$ cat src/rtl/memdec_pkg.sv
// Shared definitions for the memory region decoder.
// Holds the access-size and fault-cause encodings, common widths,
// the default region map and a helper giving the last-byte offset of an access.
package memdec_pkg;

  localparam int unsigned VADDR_W  = 32;
  localparam int unsigned REGION_W = 3;
  localparam int unsigned COUNT_W  = 8;

  typedef enum logic [1:0] {
    SIZE_BYTE = 2'd0,
    SIZE_HALF = 2'd1,
    SIZE_WORD = 2'd2,
    SIZE_RSVD = 2'd3
  } size_e;

  typedef enum logic [1:0] {
    CAUSE_NONE     = 2'd0,
    CAUSE_UNMAPPED = 2'd1,
    CAUSE_MISALIGN = 2'd2,
    CAUSE_STRADDLE = 2'd3
  } cause_e;

  // Default two-region map, region 0 in the LSBs
  localparam logic [63:0] DEF_REGION_BASE  = {32'h7FFFEFFC, 32'h10010000};
  localparam logic [63:0] DEF_REGION_END   = {32'h7FFFFFFC, 32'h10011000};
  localparam logic [25:0] DEF_REGION_PBASE = {13'h1000, 13'h0000};

  // Offset of the last byte touched by an access (bytes - 1)
  function automatic logic [1:0] last_offset(input logic [1:0] size);
    case (size)
      SIZE_HALF: last_offset = 2'd1;
      SIZE_WORD: last_offset = 2'd3;
      default:   last_offset = 2'd0;
    endcase
  endfunction

endpackage

$ cat src/rtl/memdec_region_match.sv
// Per-region address window compare and physical offset computation.
// Ports:
//   vaddr      in  32       virtual address of the request
//   last_off   in  2        offset of the last byte of the access (bytes - 1)
//   hit_c      out 1        BASE <= vaddr < END_ADDR (unsigned)
//   straddle_c out 1        last byte of the access reaches END_ADDR or beyond
//   paddr_c    out PADDR_W  low bits of (vaddr - BASE) + PBASE
module memdec_region_match
  import memdec_pkg::*;
#(
  parameter int unsigned         PADDR_W  = 13,
  parameter logic [VADDR_W-1:0]  BASE     = 32'h10010000,
  parameter logic [VADDR_W-1:0]  END_ADDR = 32'h10011000,
  parameter logic [PADDR_W-1:0]  PBASE    = '0
) (
  input  logic [VADDR_W-1:0] vaddr,
  input  logic [1:0]         last_off,
  output logic               hit_c,
  output logic               straddle_c,
  output logic [PADDR_W-1:0] paddr_c
);

  logic [VADDR_W:0] last_byte;

  assign hit_c = (vaddr >= BASE) && (vaddr < END_ADDR);

  // One extra bit so an access near 0xFFFFFFFF cannot wrap below END_ADDR
  assign last_byte  = {1'b0, vaddr} + (VADDR_W+1)'(last_off);
  assign straddle_c = last_byte >= {1'b0, END_ADDR};

  // Only the low PADDR_W bits survive, so the add can be done at that width
  assign paddr_c = PADDR_W'(vaddr - BASE) + PBASE;

endmodule

$ cat src/rtl/mem_region_decoder.sv
// Memory region decoder: translates a virtual address into a physical
// address through a set of windows, one registered pipeline stage with
// valid/ready handshake, and fault status (sticky flag, first bad address,
// saturating fault counter).
// Optional feature macro: MEMDEC_ALIGN_CHECK_EN enables the half/word
// alignment check (cause 2); without it that check is skipped.
// Ports:
//   clk, rst                      clock, synchronous active-high reset
//   req_valid/req_ready           request handshake
//   req_vaddr[31:0], req_size[1:0] request address and size
//   rsp_valid/rsp_ready           response handshake
//   rsp_paddr, rsp_region[2:0]    translated address and matching region
//   rsp_fault, rsp_cause[1:0]     fault flag and cause
//   fault_sticky, bad_vaddr[31:0] first-fault flag and captured address
//   fault_count[7:0]              saturating fault counter
//   fault_clr                     clears fault_sticky
module mem_region_decoder
  import memdec_pkg::*;
#(
  parameter int unsigned                       NUM_REGIONS  = 2,
  parameter int unsigned                       PADDR_W      = 13,
  parameter logic [NUM_REGIONS*VADDR_W-1:0]    REGION_BASE  = DEF_REGION_BASE,
  parameter logic [NUM_REGIONS*VADDR_W-1:0]    REGION_END   = DEF_REGION_END,
  parameter logic [NUM_REGIONS*PADDR_W-1:0]    REGION_PBASE = DEF_REGION_PBASE
) (
  input  logic                clk,
  input  logic                rst,
  input  logic                req_valid,
  output logic                req_ready,
  input  logic [VADDR_W-1:0]  req_vaddr,
  input  logic [1:0]          req_size,
  output logic                rsp_valid,
  input  logic                rsp_ready,
  output logic [PADDR_W-1:0]  rsp_paddr,
  output logic [REGION_W-1:0] rsp_region,
  output logic                rsp_fault,
  output logic [1:0]          rsp_cause,
  output logic                fault_sticky,
  output logic [VADDR_W-1:0]  bad_vaddr,
  output logic [COUNT_W-1:0]  fault_count,
  input  logic                fault_clr
);

  logic                 accept;
  logic [1:0]           last_off;
  logic [NUM_REGIONS-1:0] hit;
  logic [NUM_REGIONS-1:0] straddle;
  logic [PADDR_W-1:0]   region_paddr [NUM_REGIONS];

  logic                 sel_hit;
  logic                 sel_straddle;
  logic [REGION_W-1:0]  sel_idx;
  logic [PADDR_W-1:0]   sel_paddr;
  logic                 misaligned;

  logic                 nxt_fault;
  logic [1:0]           nxt_cause;
  logic [PADDR_W-1:0]   nxt_paddr;
  logic [REGION_W-1:0]  nxt_region;

  assign req_ready = !rsp_valid || rsp_ready;
  assign accept    = req_valid && req_ready;
  assign last_off  = last_offset(req_size);

  // One window comparator per region
  for (genvar g = 0; g < NUM_REGIONS; g++) begin : g_region
    memdec_region_match #(
      .PADDR_W  (PADDR_W),
      .BASE     (REGION_BASE[g*VADDR_W +: VADDR_W]),
      .END_ADDR (REGION_END[g*VADDR_W +: VADDR_W]),
      .PBASE    (REGION_PBASE[g*PADDR_W +: PADDR_W])
    ) u_match (
      .vaddr      (req_vaddr),
      .last_off   (last_off),
      .hit_c      (hit[g]),
      .straddle_c (straddle[g]),
      .paddr_c    (region_paddr[g])
    );
  end

  // Priority select: scanning downward lets the lowest hitting index win
  always_comb begin
    sel_hit      = 1'b0;
    sel_straddle = 1'b0;
    sel_idx      = '0;
    sel_paddr    = '0;
    for (int i = NUM_REGIONS - 1; i >= 0; i--) begin
      if (hit[i]) begin
        sel_hit      = 1'b1;
        sel_straddle = straddle[i];
        sel_idx      = REGION_W'(i);
        sel_paddr    = region_paddr[i];
      end
    end
  end

`ifdef MEMDEC_ALIGN_CHECK_EN
  assign misaligned = ((req_size == SIZE_HALF) && req_vaddr[0]) ||
                      ((req_size == SIZE_WORD) && (req_vaddr[1:0] != 2'b00));
`else
  assign misaligned = 1'b0;
`endif

  // Response formation with fault priority unmapped > misaligned > straddle
  always_comb begin
    nxt_fault  = 1'b0;
    nxt_cause  = CAUSE_NONE;
    nxt_paddr  = '0;
    nxt_region = '0;
    if (!sel_hit) begin
      nxt_fault = 1'b1;
      nxt_cause = CAUSE_UNMAPPED;
    end else if (misaligned) begin
      nxt_fault  = 1'b1;
      nxt_cause  = CAUSE_MISALIGN;
      nxt_region = sel_idx;
    end else if ((req_size == SIZE_RSVD) || sel_straddle) begin
      nxt_fault  = 1'b1;
      nxt_cause  = CAUSE_STRADDLE;
      nxt_region = sel_idx;
    end else begin
      nxt_paddr  = sel_paddr;
      nxt_region = sel_idx;
    end
  end

  // Response register and fault status
  always_ff @(posedge clk) begin
    if (rst) begin
      rsp_valid    <= 1'b0;
      rsp_paddr    <= '0;
      rsp_region   <= '0;
      rsp_fault    <= 1'b0;
      rsp_cause    <= '0;
      fault_sticky <= 1'b0;
      bad_vaddr    <= '0;
      fault_count  <= '0;
    end else begin
      if (accept) begin
        rsp_valid  <= 1'b1;
        rsp_paddr  <= nxt_paddr;
        rsp_region <= nxt_region;
        rsp_fault  <= nxt_fault;
        rsp_cause  <= nxt_cause;
      end else if (rsp_ready) begin
        rsp_valid <= 1'b0;
      end

      // A new fault beats a coincident clear and recaptures the address
      if (accept && nxt_fault) begin
        if (!fault_sticky || fault_clr) begin
          fault_sticky <= 1'b1;
          bad_vaddr    <= req_vaddr;
        end
        if (fault_count != {COUNT_W{1'b1}}) begin
          fault_count <= fault_count + COUNT_W'(1);
        end
      end else if (fault_clr) begin
        fault_sticky <= 1'b0;
      end
    end
  end

endmodule

$ cat config.mk
export PLATFORM = sky130hd
export DESIGN_NAME = mem_region_decoder
export DESIGN_NICKNAME = d
export VERILOG_FILES = /design/src/rtl/memdec_pkg.sv /design/src/rtl/memdec_region_match.sv /design/src/rtl/mem_region_decoder.sv
export SDC_FILE = /design/constraint.sdc
export NUM_CORES = 1
export LEC_CHECK = 0
export CAP_MARGIN = 40
export CORE_MARGIN = 3
export CORE_UTILIZATION = 48
export DETAILED_ROUTE_END_ITERATION = 6
export HOLD_SLACK_MARGIN = 0.12
export MAX_ROUTING_LAYER = met4
export PLACE_DENSITY_LB_ADDON = 0.2
export SLEW_MARGIN = 5
export SYNTH_ARGS = -nofsm -noshare
export SYNTH_HDL_FRONTEND = slang
export SYNTH_SLANG_ARGS = --single-unit
$ cat constraint.sdc
create_clock -name clk -period 4.5 [get_ports clk]
set_input_delay 0.45 -clock clk [delete_from_list [all_inputs] [get_ports clk]]
set_output_delay 0.45 -clock clk [all_outputs]
set_load 0.02 [all_outputs]
After elaboration in Yosys (flattened, before gate mapping)
Index checks and enable logic that the tools add are counted.
{"block": "totals", "regBits": 61, "output_inout_bits": 62, "elab_cells": 59}
{"block": "classes", "eq_ne": 5, "n_reduce_logical": 14, "n_lt_le_gt_ge": 6, "add_sub_neg": 5, "n_mux": 21}
{"cell": "two-way mux 13 bit", "count": 4}
{"cell": "adder 32 x 2 -> 33 bit", "count": 1}
{"cell": ">= comparator 33 x 29 -> 1 bit (second input constant)", "count": 1}
{"cell": ">= comparator 33 x 31 -> 1 bit (second input constant)", "count": 1}
{"cell": ">= comparator 32 x 29 -> 1 bit (second input constant)", "count": 1}
{"cell": ">= comparator 32 x 31 -> 1 bit (second input constant)", "count": 1}
{"cell": "< comparator 32 x 29 -> 1 bit (second input constant)", "count": 1}
{"cell": "< comparator 32 x 31 -> 1 bit (second input constant)", "count": 1}
{"cell": "adder 13 bit (second input constant)", "count": 1}
{"cell": "two-way mux 1 bit", "count": 13}
{"cell": "subtractor 13 x 1 -> 13 bit (second input constant)", "count": 1}
{"cell": "subtractor 13 x 12 -> 13 bit (second input constant)", "count": 1}
{"cell": "adder 8 x 1 -> 8 bit (second input constant)", "count": 1}
{"cell": "!= test 8 bit (second input constant)", "count": 1}
{"cell": "AND reduction 2 bit", "count": 3}
{"cell": "== test 2 bit (second input constant)", "count": 2}
{"cell": "logical AND 1 bit", "count": 4}
{"cell": "two-way mux 2 bit", "count": 2}
{"cell": "one-hot mux 2 bit (2 select lines)", "count": 1}
{"cell": "nonzero test 2 bit", "count": 2}
{"cell": "logical OR 1 bit", "count": 3}
{"cell": "two-way mux 3 bit", "count": 1}
{"cell": "== test 2 x 1 -> 1 bit (second input constant)", "count": 1}
{"cell": "logical NOT 1 bit", "count": 2}
{"cell": "!= test 2 x 1 -> 1 bit (second input constant)", "count": 1}

Longest topological paths before layout
Gate-level depths: netlist of run 1.
{"block": "logic_depth", "depth_word": 12, "depth_mapped": 16}

Cells and area by module
From an unflattened synthesis of run 1, not the netlist that was laid out.
{"block": "hier_totals", "hier_cells": 493, "area_unflattened_um2": 4007.6}
{"module": "mem_region_decoder", "instances": 1, "cells_each": 300, "area_each_um2": 2587.5}
{"module": "memdec_region_match at g_region[1].u_match", "instances": 1, "cells_each": 100, "area_each_um2": 718.2}
{"module": "memdec_region_match at g_region[0].u_match", "instances": 1, "cells_each": 93, "area_each_um2": 701.9}

Worst setup path before layout of run 1
OpenSTA, ideal clock, no wires.
{"block": "synth_path", "kind": "input to register", "from": "in req_size[0]", "to": "reg fault_count[6]", "required_time_ns": 4.381, "slack_ns": 1.181, "setup_time_ns": 0.119, "cell_stages": 16, "arrival_time_ns": 3.201, "cell_sequence": "inv_1 -> ha_1 -> inv_1 -> ha_1 -> fa_1 -> nand3_1 -> or4_1 -> buf_2 -> o21ai_1 -> a31oi_1 -> or4_1 -> nand4bb_4 -> nand2_2 -> buf_4 -> nor3_1 -> o221a_1"}
{"block": "synth_via", "elab_chain_len": 11, "word_cells_on_any_way": 14, "classes_between": "add/sub: 1; order compare: 2; eq/ne: 3; mux: 5; reduce/logical: 3"}
{"element": "start, declared", "line": "mem_region_decoder.sv:31", "text": "input logic [1:0] req_size,"}
{"element": "== test 2 bit / == test 2 x 1 -> 1 bit (equally long branches)", "line": "memdec_pkg.sv:31", "text": "case (size)"}
{"element": "one-hot mux 2 bit (2 select lines)", "line": "memdec_pkg.sv:31"}
{"element": "adder 32 x 2 -> 33 bit", "line": "memdec_region_match.sv:28", "text": "assign last_byte = {1'b0, vaddr} + (VADDR_W+1)'(last_off);"}
{"element": ">= comparator 33 x 31 -> 1 bit", "line": "memdec_region_match.sv:29", "text": "assign straddle_c = last_byte >= {1'b0, END_ADDR};"}
{"element": "two-way mux 1 bit (2 in a row)", "line": "mem_region_decoder.sv:88", "text": "if (hit[i]) begin"}
{"element": "logical OR 1 bit *", "line": "mem_region_decoder.sv:117", "text": "end else if ((req_size == SIZE_RSVD) || sel_straddle) begin"}
{"element": "two-way mux 1 bit *", "line": "mem_region_decoder.sv:117"}
{"element": "two-way mux 1 bit *", "line": "mem_region_decoder.sv:110", "text": "if (!sel_hit) begin"}
{"element": "logical AND 1 bit *", "line": "mem_region_decoder.sv:150", "text": "if (accept && nxt_fault) begin"}
{"element": "AND reduction 2 bit (no source line) *"}
{"element": "end signal, assigned", "line": "mem_region_decoder.sv:156", "text": "fault_count <= fault_count + COUNT_W'(1);"}
{"element": "end, declared", "line": "mem_region_decoder.sv:40", "text": "output logic [COUNT_W-1:0] fault_count,"}
Mark *: on every way between the ends. The rest lies on a longest branch, timed or not.
A chain may end at the register's enable or synchronous reset.

Worst setup path after layout of run 1
{"block": "layout_path", "from": "in req_size[0]", "to": "reg fault_count[0]"}
Same word-level chain as after synthesis.

==> impl_metrics.json, run 1 <==
{
  "hold_slack_ps": 450,
  "drive_above_1_share": 0.0802,
  "fin_nets": 566,
  "design.core.area_mm2": 0.00691,
  "grt_setup_unrepaired": "false",
  "synthArstFlopShare": 0,
  "setup.worst_path.start_class": "input pin",
  "grt_pass1_wl_um": 15900,
  "top_usage_layer": "met2",
  "cts_tree": "built",
  "synth_top_area_cell": "dfxtp_1",
  "cp_slowest_cell": "or4_1",
  "synthTopCellsByArea": "dfxtp_1, nand2_1, mux2i_1",
  "cp.arrival_ps": 4170,
  "yosysWarnings": 0,
  "setup_viol": 0,
  "p_sw_uw": 384,
  "die_area_mm2": 0.00831,
  "yosysSeqAreaShare": 0.334,
  "synth_area_mm2": 0.00348,
  "relSlewSlack": 0.494,
  "cts-root-buf": "clkbuf_8",
  "ant_nets": 0,
  "clk-insertion-delay-late_ps": 340,
  "drt_iter0_drc": 227,
  "diodes": 0,
  "finalWirelength_um": 9460,
  "dpl_cell_area_mm2": 0.00456,
  "fin_util": 0.696,
  "firstDrtPassIters": 5,
  "start_util": 0.504,
  "skew_ps": 6.51,
  "cts_sinks": 58,
  "use_met2": 0.391,
  "synth_cell_types": 60,
  "max_freq_ghz": 0.254,
  "synth_top_area_frac": 0.334,
  "tns_ps": 0,
  "cp_top_family": "simple AND/OR/NAND/NOR gates",
  "gp_congestion": 0.936,
  "synthToLayoutAreaGrowth_pct": 38.2,
  "drv_slew": 0,
  "wl_per_cell_um": 15.3,
  "rows": 30,
  "syn-instance-count": 425,
  "cts.repair.resized": 0,
  "post-cts-setup-buffer-count": 0,
  "path_class": "input pin to register",
  "ys_ff_latch": 58,
  "met3_usage": 0.0539,
  "clk_pin_slew_ps": 70,
  "power.density_mw_per_mm2": 302,
  "worst_pin_slew_ps": 757,
  "grt_use_total": 0.240,
  "power.share.clock": 0.421,
  "hold_buffers": 0,
  "synth_edf_count": 0,
  "final_hold_viol_count": 0,
  "hpwlAfterDp_um": 7190,
  "pwr-share-comb": 0.196,
  "leakage_uw": 0.00187,
  "fin_crit_sh": 0.876,
  "die_y_um": 91.1,
  "crit_chain": "clkdlybuf4s50_1, inv_1, ha_1, inv_1, ha_1, fa_1, nand3_1, or4_1, buf_4, o21a_1, nor4b_1, nand4_1, nand4bb_4, nand2_2, buf_4, nor2b_1, mux2_1",
  "final_common_cell": "clkdlybuf4s50_1",
  "cts_buffers": 9,
  "status": "completed",
  "ys.flop_type": "dfxtp_1",
  "cp_max_fo": 14,
  "hold_class": "register to register",
  "cts_buffer_depth": 2,
  "antenna_found_initial": 0,
  "htreeDepth": 3,
  "grt_max_degree": 43,
  "ff2ff_setup_slack_ps": 2110,
  "mostFrequentLayoutCells": "clkdlybuf4s50_1, nand2_1, dfxtp_1, mux2i_1",
  "p_sw_frac": 0.264,
  "period_minus_slack_ps": 3940,
  "die_w_um": 91.1,
  "worstPathBufferInverterCount": 5,
  "fin_area_mm2": 0.00481,
  "syn-mean-instance-area_um2": 8.19,
  "drc": 0,
  "dr_total_vias": 3452,
  "peakVddDrop_v": 0.000188,
  "ios": 101,
  "global_route.usage.met1": 0.300,
  "avgViaCountPerCell": 5.57,
  "maxCapViolCount": 0,
  "p_seq_frac": 0.382,
  "io_buffers": 98,
  "p_int_uw": 1070,
  "grt.overflow.total": 0,
  "slowest_delay_ps": 510,
  "grt_pass1_vias": 3318,
  "cp-end-kind": "register",
  "critPathRequiredTime_ps": 4730
}
## sequential cells by signal, indices dropped and copies added (netlist names)
| name | flops |
|---|---|
| fault_count | 8 |
| rsp_region | 1 |
| bad_vaddr | 32 |
| fault_sticky | 1 |
| rsp_cause | 2 |
| rsp_paddr | 13 |
| rsp_valid | 1 |
## synthesized netlist by cell type (5+ instances only)
| master | number |
|---|---|
| ha_1 | 7 |
| nand4_1 | 18 |
| nor4_1 | 10 |
| a21oi_1 | 18 |
| or3_1 | 8 |
| nor3_1 | 11 |
| nand3_1 | 12 |
| xor2_1 | 6 |
| nand2b_1 | 5 |
| dfxtp_1 | 58 |
| buf_4 | 5 |
| o211a_1 | 8 |
| inv_1 | 10 |
| nor2b_1 | 5 |
| buf_2 | 7 |
| clkbuf_1 | 15 |
| nand2_1 | 95 |
| mux2i_1 | 35 |
| xnor2_1 | 11 |
| nor2_1 | 13 |
| o21ai_0 | 6 |
| and3_1 | 6 |
## path summary, 6_finish.rpt
check,end,start,cells past startpoint
max,fault_count[0],req_size[0],17
min,rsp_paddr[0],rsp_paddr[0],2
max reg2reg,bad_vaddr[16],rsp_valid,7
min reg2reg,rsp_paddr[0],rsp_paddr[0],2
## layer usage
| metal | up-vias | wire length (µm) |
|---|---|---|
| met5 | - | 0 |
| met4 | 0 | 126 |
| met3 | 16 | 599 |
| met2 | 128 | 4590 |
| met1 | 1600 | 4150 |
| li1 | 1708 | - |
## worst min-delay path: stages, from the launching register on
cell     delay, ps
dfxtp_1        310
nand2_1         50
a21oi_1         50
## metrics by stage
step                      power, µW  cells  setup WS, ps
after floorplan                 723    426          1180
after global placement          842    602           132
after detailed placement        851    604           244
after CTS                      1460    620           586
after global routing           1510    620           362
final                          1450    620           557
## power groups by stage
stage                     sequential, µW  clock (µW)  combinational (µW)
after CTS                            556         622                 286
after detailed placement             567           0                 284
after global routing                 559         646                 307
final                                556         612                 285
after floorplan                      599           0                 124
after global placement               567           0                 275
## final cells by class
type / count / area (µm²)
Clock buffer: 11 / 151
Clock inverter: 5 / 100
Fill cell: 597 / 2100
Inverter: 11 / 41.3
Multi-Input combinational cell: 327 / 2120
Sequential cell: 58 / 1160
Tap cell: 96 / 120
Timing Repair Buffer: 112 / 1110
## cells by family (layout without fill, tap and decap cells)
| group | count (synthesis) | in the layout | synth area share |
|---|---|---|---|
| AND/OR/NAND/NOR | 205 | 205 | 0.305 |
| AO/OA/AOI/OAI | 59 | 59 | 0.124 |
| flip-flops | 58 | 58 | 0.334 |
| buffers and inverters | 41 | 139 | 0.0586 |
| multiplexers | 36 | 36 | 0.104 |
| XOR/XNOR | 17 | 17 | 0.0428 |
| adder cells (fa/ha/maj) | 8 | 8 | 0.0309 |
| other | 1 | 2 | 0.00108 |
No activity file was read; power rests on OpenSTA's default activity.
==> run 2: changes to the inputs <==
Settings changed: SLEW_MARGIN 5 to 40.
==> impl_metrics.json, run 2 (same netlist as run 1, synthesis figures left out) <==
{
  "path_class": "input pin to register",
  "ant_nets": 0,
  "drc": 0,
  "drive_above_1_share": 0.0746,
  "drt_iter0_drc": 136,
  "cts_buffers": 9,
  "grt_max_degree": 69,
  "peakVddDrop_v": 0.000190,
  "finalWirelength_um": 9640,
  "final_common_cell": "clkdlybuf4s50_1",
  "mostFrequentLayoutCells": "clkdlybuf4s50_1, nand2_1, dfxtp_1, mux2i_1",
  "fin_crit_sh": 0.888,
  "diodes": 0,
  "top_register": "bad_vaddr",
  "pwr-share-comb": 0.218,
  "dpl_cell_area_mm2": 0.00455,
  "relSlewSlack": 0.502,
  "cp_max_fo": 14,
  "firstDrtPassIters": 4,
  "grt_setup_unrepaired": "false",
  "htreeDepth": 3,
  "cts_sinks": 58,
  "setup_ws_ps": 506,
  "wl_per_cell_um": 15.6,
  "period_minus_slack_ps": 3990,
  "die_w_um": 91.1,
  "fin_util": 0.686,
  "top_regs": "bad_vaddr: 32 flops, rsp_paddr: 13 flops, fault_count: 8 flops",
  "start_util": 0.504,
  "p_seq_frac": 0.424,
  "die_area_mm2": 0.00831,
  "ios": 101,
  "grt_pass1_vias": 3330,
  "cts.repair.resized": 0,
  "p_sw_frac": 0.284,
  "avgViaCountPerCell": 5.52,
  "max_freq_ghz": 0.250,
  "cts-root-buf": "clkbuf_8",
  "drv_slew": 0,
  "cts_buffer_depth": 2,
  "pre_cts_slack_ps": 238,
  "cp-end-kind": "register",
  "hold_slack_ps": 450,
  "p_int_uw": 939,
  "design.core.area_mm2": 0.00691,
  "tns_ps": 0,
  "fin_nets": 566,
  "status": "completed",
  "synthToLayoutAreaGrowth_pct": 36.1,
  "clk-insertion-delay-late_ps": 350,
  "setup.worst_path.start_class": "input pin",
  "cp.arrival_ps": 4220,
  "post-cts-setup-buffer-count": 0,
  "maxCapViolCount": 0,
  "antenna_found_initial": 0,
  "fin_area_mm2": 0.00473,
  "gp_congestion": 0.936,
  "critPathRequiredTime_ps": 4730,
  "dr_total_vias": 3414,
  "p_sw_uw": 373,
  "power.share.clock": 0.358,
  "slowest_delay_ps": 520,
  "cts_tree": "built",
  "crit_chain": "clkdlybuf4s50_1, inv_1, ha_1, inv_1, ha_1, fa_1, nand3_1, or4_1, buf_4, o21a_1, nor4b_1, nand4_1, nand4bb_4, nand2_2, buf_4, nor2b_1, mux2_1",
  "grt.overflow.total": 0,
  "hpwlAfterDp_um": 7160,
  "die_y_um": 91.1,
  "io_buffers": 98,
  "skew_ps": 12.3,
  "worst_pin_slew_ps": 744,
  "clk_pin_slew_ps": 60,
  "largest_register_ffs": 32,
  "hold_buffers": 0,
  "cp_slowest_cell": "or4_1",
  "hold_class": "register to register",
  "setup_viol": 0,
  "grt_use_total": 0.235,
  "power.density_mw_per_mm2": 277,
  "leakage_uw": 0.00183,
  "final_hold_viol_count": 0,
  "grt_pass1_wl_um": 15600,
  "n_fill_cell": 591,
  "rows": 30
}
==> run 2: changes by cell type in the layout (fill, tap and decap cells not counted), sizes merged <==
cell | previous run | this run
clkbuf | 11 | 12
bufinv | 3 | 1
==> run 2: final cells by class <==
cell class	instances	area, µm²	share of cell area
flip-flops and latches	58	1160	0.245
multi-input cells	327	2120	0.448
clock buffers	12	145	0.0307
inverters	11	43.8	0.00925
clock inverters	3	40.0	0.00846
repair buffers	112	1100	0.233
well taps	96	120	0.0254
==> run 2: final timing paths <==
path              depth (start not counted)         start  slack, ps        endpoint
hold reg to reg                           2  rsp_paddr[0]        450    rsp_paddr[0]
setup / recovery                         17   req_size[0]        510  fault_count[0]
hold / removal                            2  rsp_paddr[0]        450    rsp_paddr[0]
setup reg to reg                          7     rsp_valid       2090  fault_count[7]
==> run 2: metal layers <==
layer / wire length, µm / track usage / vias up / part of all wire
met5: 0 / - / - / 0
met4: 142 / 0.102 / 0 / 0.015
met2: 4650 / 0.379 / 108 / 0.48
li1: - / - / 1699 / -
met3: 516 / 0.0439 / 16 / 0.054
met1: 4330 / 0.288 / 1591 / 0.45
==> run 2: power by group through the flow <==
stage	sequential (µW)	clock (µW)	combinational, µW
2_1_floorplan	599	0	124
6_report	556	470	286
3_3_place_gp	567	0	275
3_5_place_dp	567	0	284
4_1_cts	556	476	286
5_1_grt	559	499	305
==> run 2: critical path, delay by kind of cell <==
family / cells / cell delay, ps
simple gates: 7 / 1600
buf+inv: 5 / 1030
fa+ha+maj: 3 / 680
mux: 1 / 300
compound gates: 1 / 160
==> run 2: stage by stage <==
stage | std cells | power [µW]
after floorplan | 426 | 723
after global placement | 602 | 842
after detailed placement | 604 | 851
after CTS | 619 | 1320
after global routing | 619 | 1360
final | 619 | 1310
==> run 3: changes to the inputs <==
Settings changed: MAX_ROUTING_LAYER met4 to not set.
==> impl_metrics.json, run 3 (same netlist as run 1, synthesis figures left out) <==
{
  "hold_class": "register to register",
  "rows": 30,
  "die_w_um": 91.1,
  "critPathRequiredTime_ps": 4730,
  "drt_iter0_drc": 155,
  "synthToLayoutAreaGrowth_pct": 36.1,
  "hpwlAfterDp_um": 7160,
  "fin_nets": 566,
  "io_buffers": 98,
  "finalWirelength_um": 9650,
  "drc": 0,
  "avgViaCountPerCell": 5.58,
  "grt_pass1_wl_um": 15600,
  "grt_max_degree": 69,
  "path_class": "input pin to register",
  "leakage_uw": 0.00183,
  "grt.overflow.total": 0,
  "antenna_found_initial": 0,
  "top_regs": "bad_vaddr: 32 flops, rsp_paddr: 13 flops, fault_count: 8 flops",
  "diodes": 0,
  "n_fill_cell": 591,
  "cp_slowest_cell": "clkdlybuf4s50_1",
  "top_register": "bad_vaddr",
  "worst_pin_slew_ps": 753,
  "crit_chain": "clkdlybuf4s50_1, inv_1, ha_1, inv_1, ha_1, fa_1, nand3_1, or4_1, buf_4, o21a_1, nor4b_1, nand4_1, nand4bb_4, nand2_2, buf_4, nor2b_1, mux2_1",
  "die_y_um": 91.1,
  "cp.arrival_ps": 4220,
  "cts_buffer_depth": 2,
  "grt_use_total": 0.229,
  "pre_cts_slack_ps": 238,
  "ant_nets": 0,
  "cts.repair.resized": 0,
  "grt_setup_unrepaired": "false",
  "grt_pass1_vias": 3327,
  "cts_tree": "built",
  "slowest_delay_ps": 510,
  "clk-insertion-delay-late_ps": 350,
  "whs_path_depth": 2,
  "design.core.area_mm2": 0.00691,
  "die_area_mm2": 0.00831,
  "regToRegEndpoint": "fault_count[7]",
  "post-cts-setup-buffer-count": 0,
  "cts-root-buf": "clkbuf_8",
  "setup_viol": 0,
  "r2r-start": "rsp_valid",
  "ff2ff_setup_slack_ps": 2090,
  "holdCritStartpoint": "rsp_paddr[0]",
  "final_hold_viol_count": 0,
  "relSlewSlack": 0.497,
  "holdPathEnd": "rsp_paddr[0]",
  "dr_total_vias": 3455,
  "htreeDepth": 3,
  "setup_ws_ps": 512,
  "gp_congestion": 0.919,
  "max_freq_ghz": 0.251,
  "final_common_cell": "clkdlybuf4s50_1",
  "power.density_mw_per_mm2": 277,
  "setup.worst_path.start_class": "input pin",
  "hold_buffers": 0,
  "start_util": 0.504,
  "clk_pin_slew_ps": 60,
  "tns_ps": 0,
  "cp-end-kind": "register",
  "status": "completed",
  "peakVddDrop_v": 0.000190,
  "cts_sinks": 58,
  "drive_above_1_share": 0.0746,
  "cp_max_fo": 14,
  "mostFrequentLayoutCells": "clkdlybuf4s50_1, nand2_1, dfxtp_1, mux2i_1",
  "largest_register_ffs": 32,
  "maxCapViolCount": 0,
  "skew_ps": 11.2,
  "cts_buffers": 9,
  "ios": 101,
  "wl_per_cell_um": 15.6,
  "drv_slew": 0,
  "fin_crit_sh": 0.886,
  "firstDrtPassIters": 4,
  "period_minus_slack_ps": 3990,
  "reg2reg_depth": 7
}
-- run 3: cell type report --
cell class | count | area (µm²) | area share
clock buffers | 12 | 145 | 0.0307
inverters | 11 | 43.8 | 0.00925
multi-input cells | 327 | 2120 | 0.448
repair buffers | 112 | 1100 | 0.233
well taps | 96 | 120 | 0.0254
flip-flops and latches | 58 | 1160 | 0.245
clock inverters | 3 | 40.0 | 0.00846
-- run 3: worst max-delay path by stage --
stage / from / to / cells past startpoint
3_5_place_dp: req_size[0] / fault_count[0] / 17
3_3_place_gp: req_size[0] / bad_vaddr[13] / 15
2_1_floorplan: req_size[0] / fault_count[6] / 16
6_report: req_size[0] / fault_count[0] / 17
4_1_cts: req_size[0] / fault_count[0] / 17
5_1_grt: req_size[0] / fault_count[0] / 17
-- run 3: layer usage --
layer,track usage,vias up,share of wire
li1,-,1703,-
met1,0.285,1622,0.44
met2,0.379,114,0.48
met3,0.0481,16,0.054
met4,0.102,0,0.018
met5,0,-,0
-- run 3: power breakdown --
| group | switching [µW] | internal [µW] |
|---|---|---|
| Sequential | 15.5 | 541 |
| Clock | 203 | 266 |
| Combinational | 153 | 132 |
-- run 3: critical path, delay by kind of cell --
kind | cells | cell delay, ps
fa+ha+maj | 3 | 680
mux | 1 | 300
simple gates | 7 | 1590
buf+inv | 5 | 1030
compound gates | 1 | 160
-- run 3: stage by stage --
stage	std cells	hold slack (ps)	utilization	cell area (µm²)	power (µW)
2_1_floorplan	426	530	-	3480	723
3_3_place_gp	602	440	0.654	4520	842
3_5_place_dp	604	445	0.659	4550	851
4_1_cts	619	451	0.686	4730	1320
5_1_grt	619	472	0.686	4730	1360
6_report	619	449	0.686	4730	1310
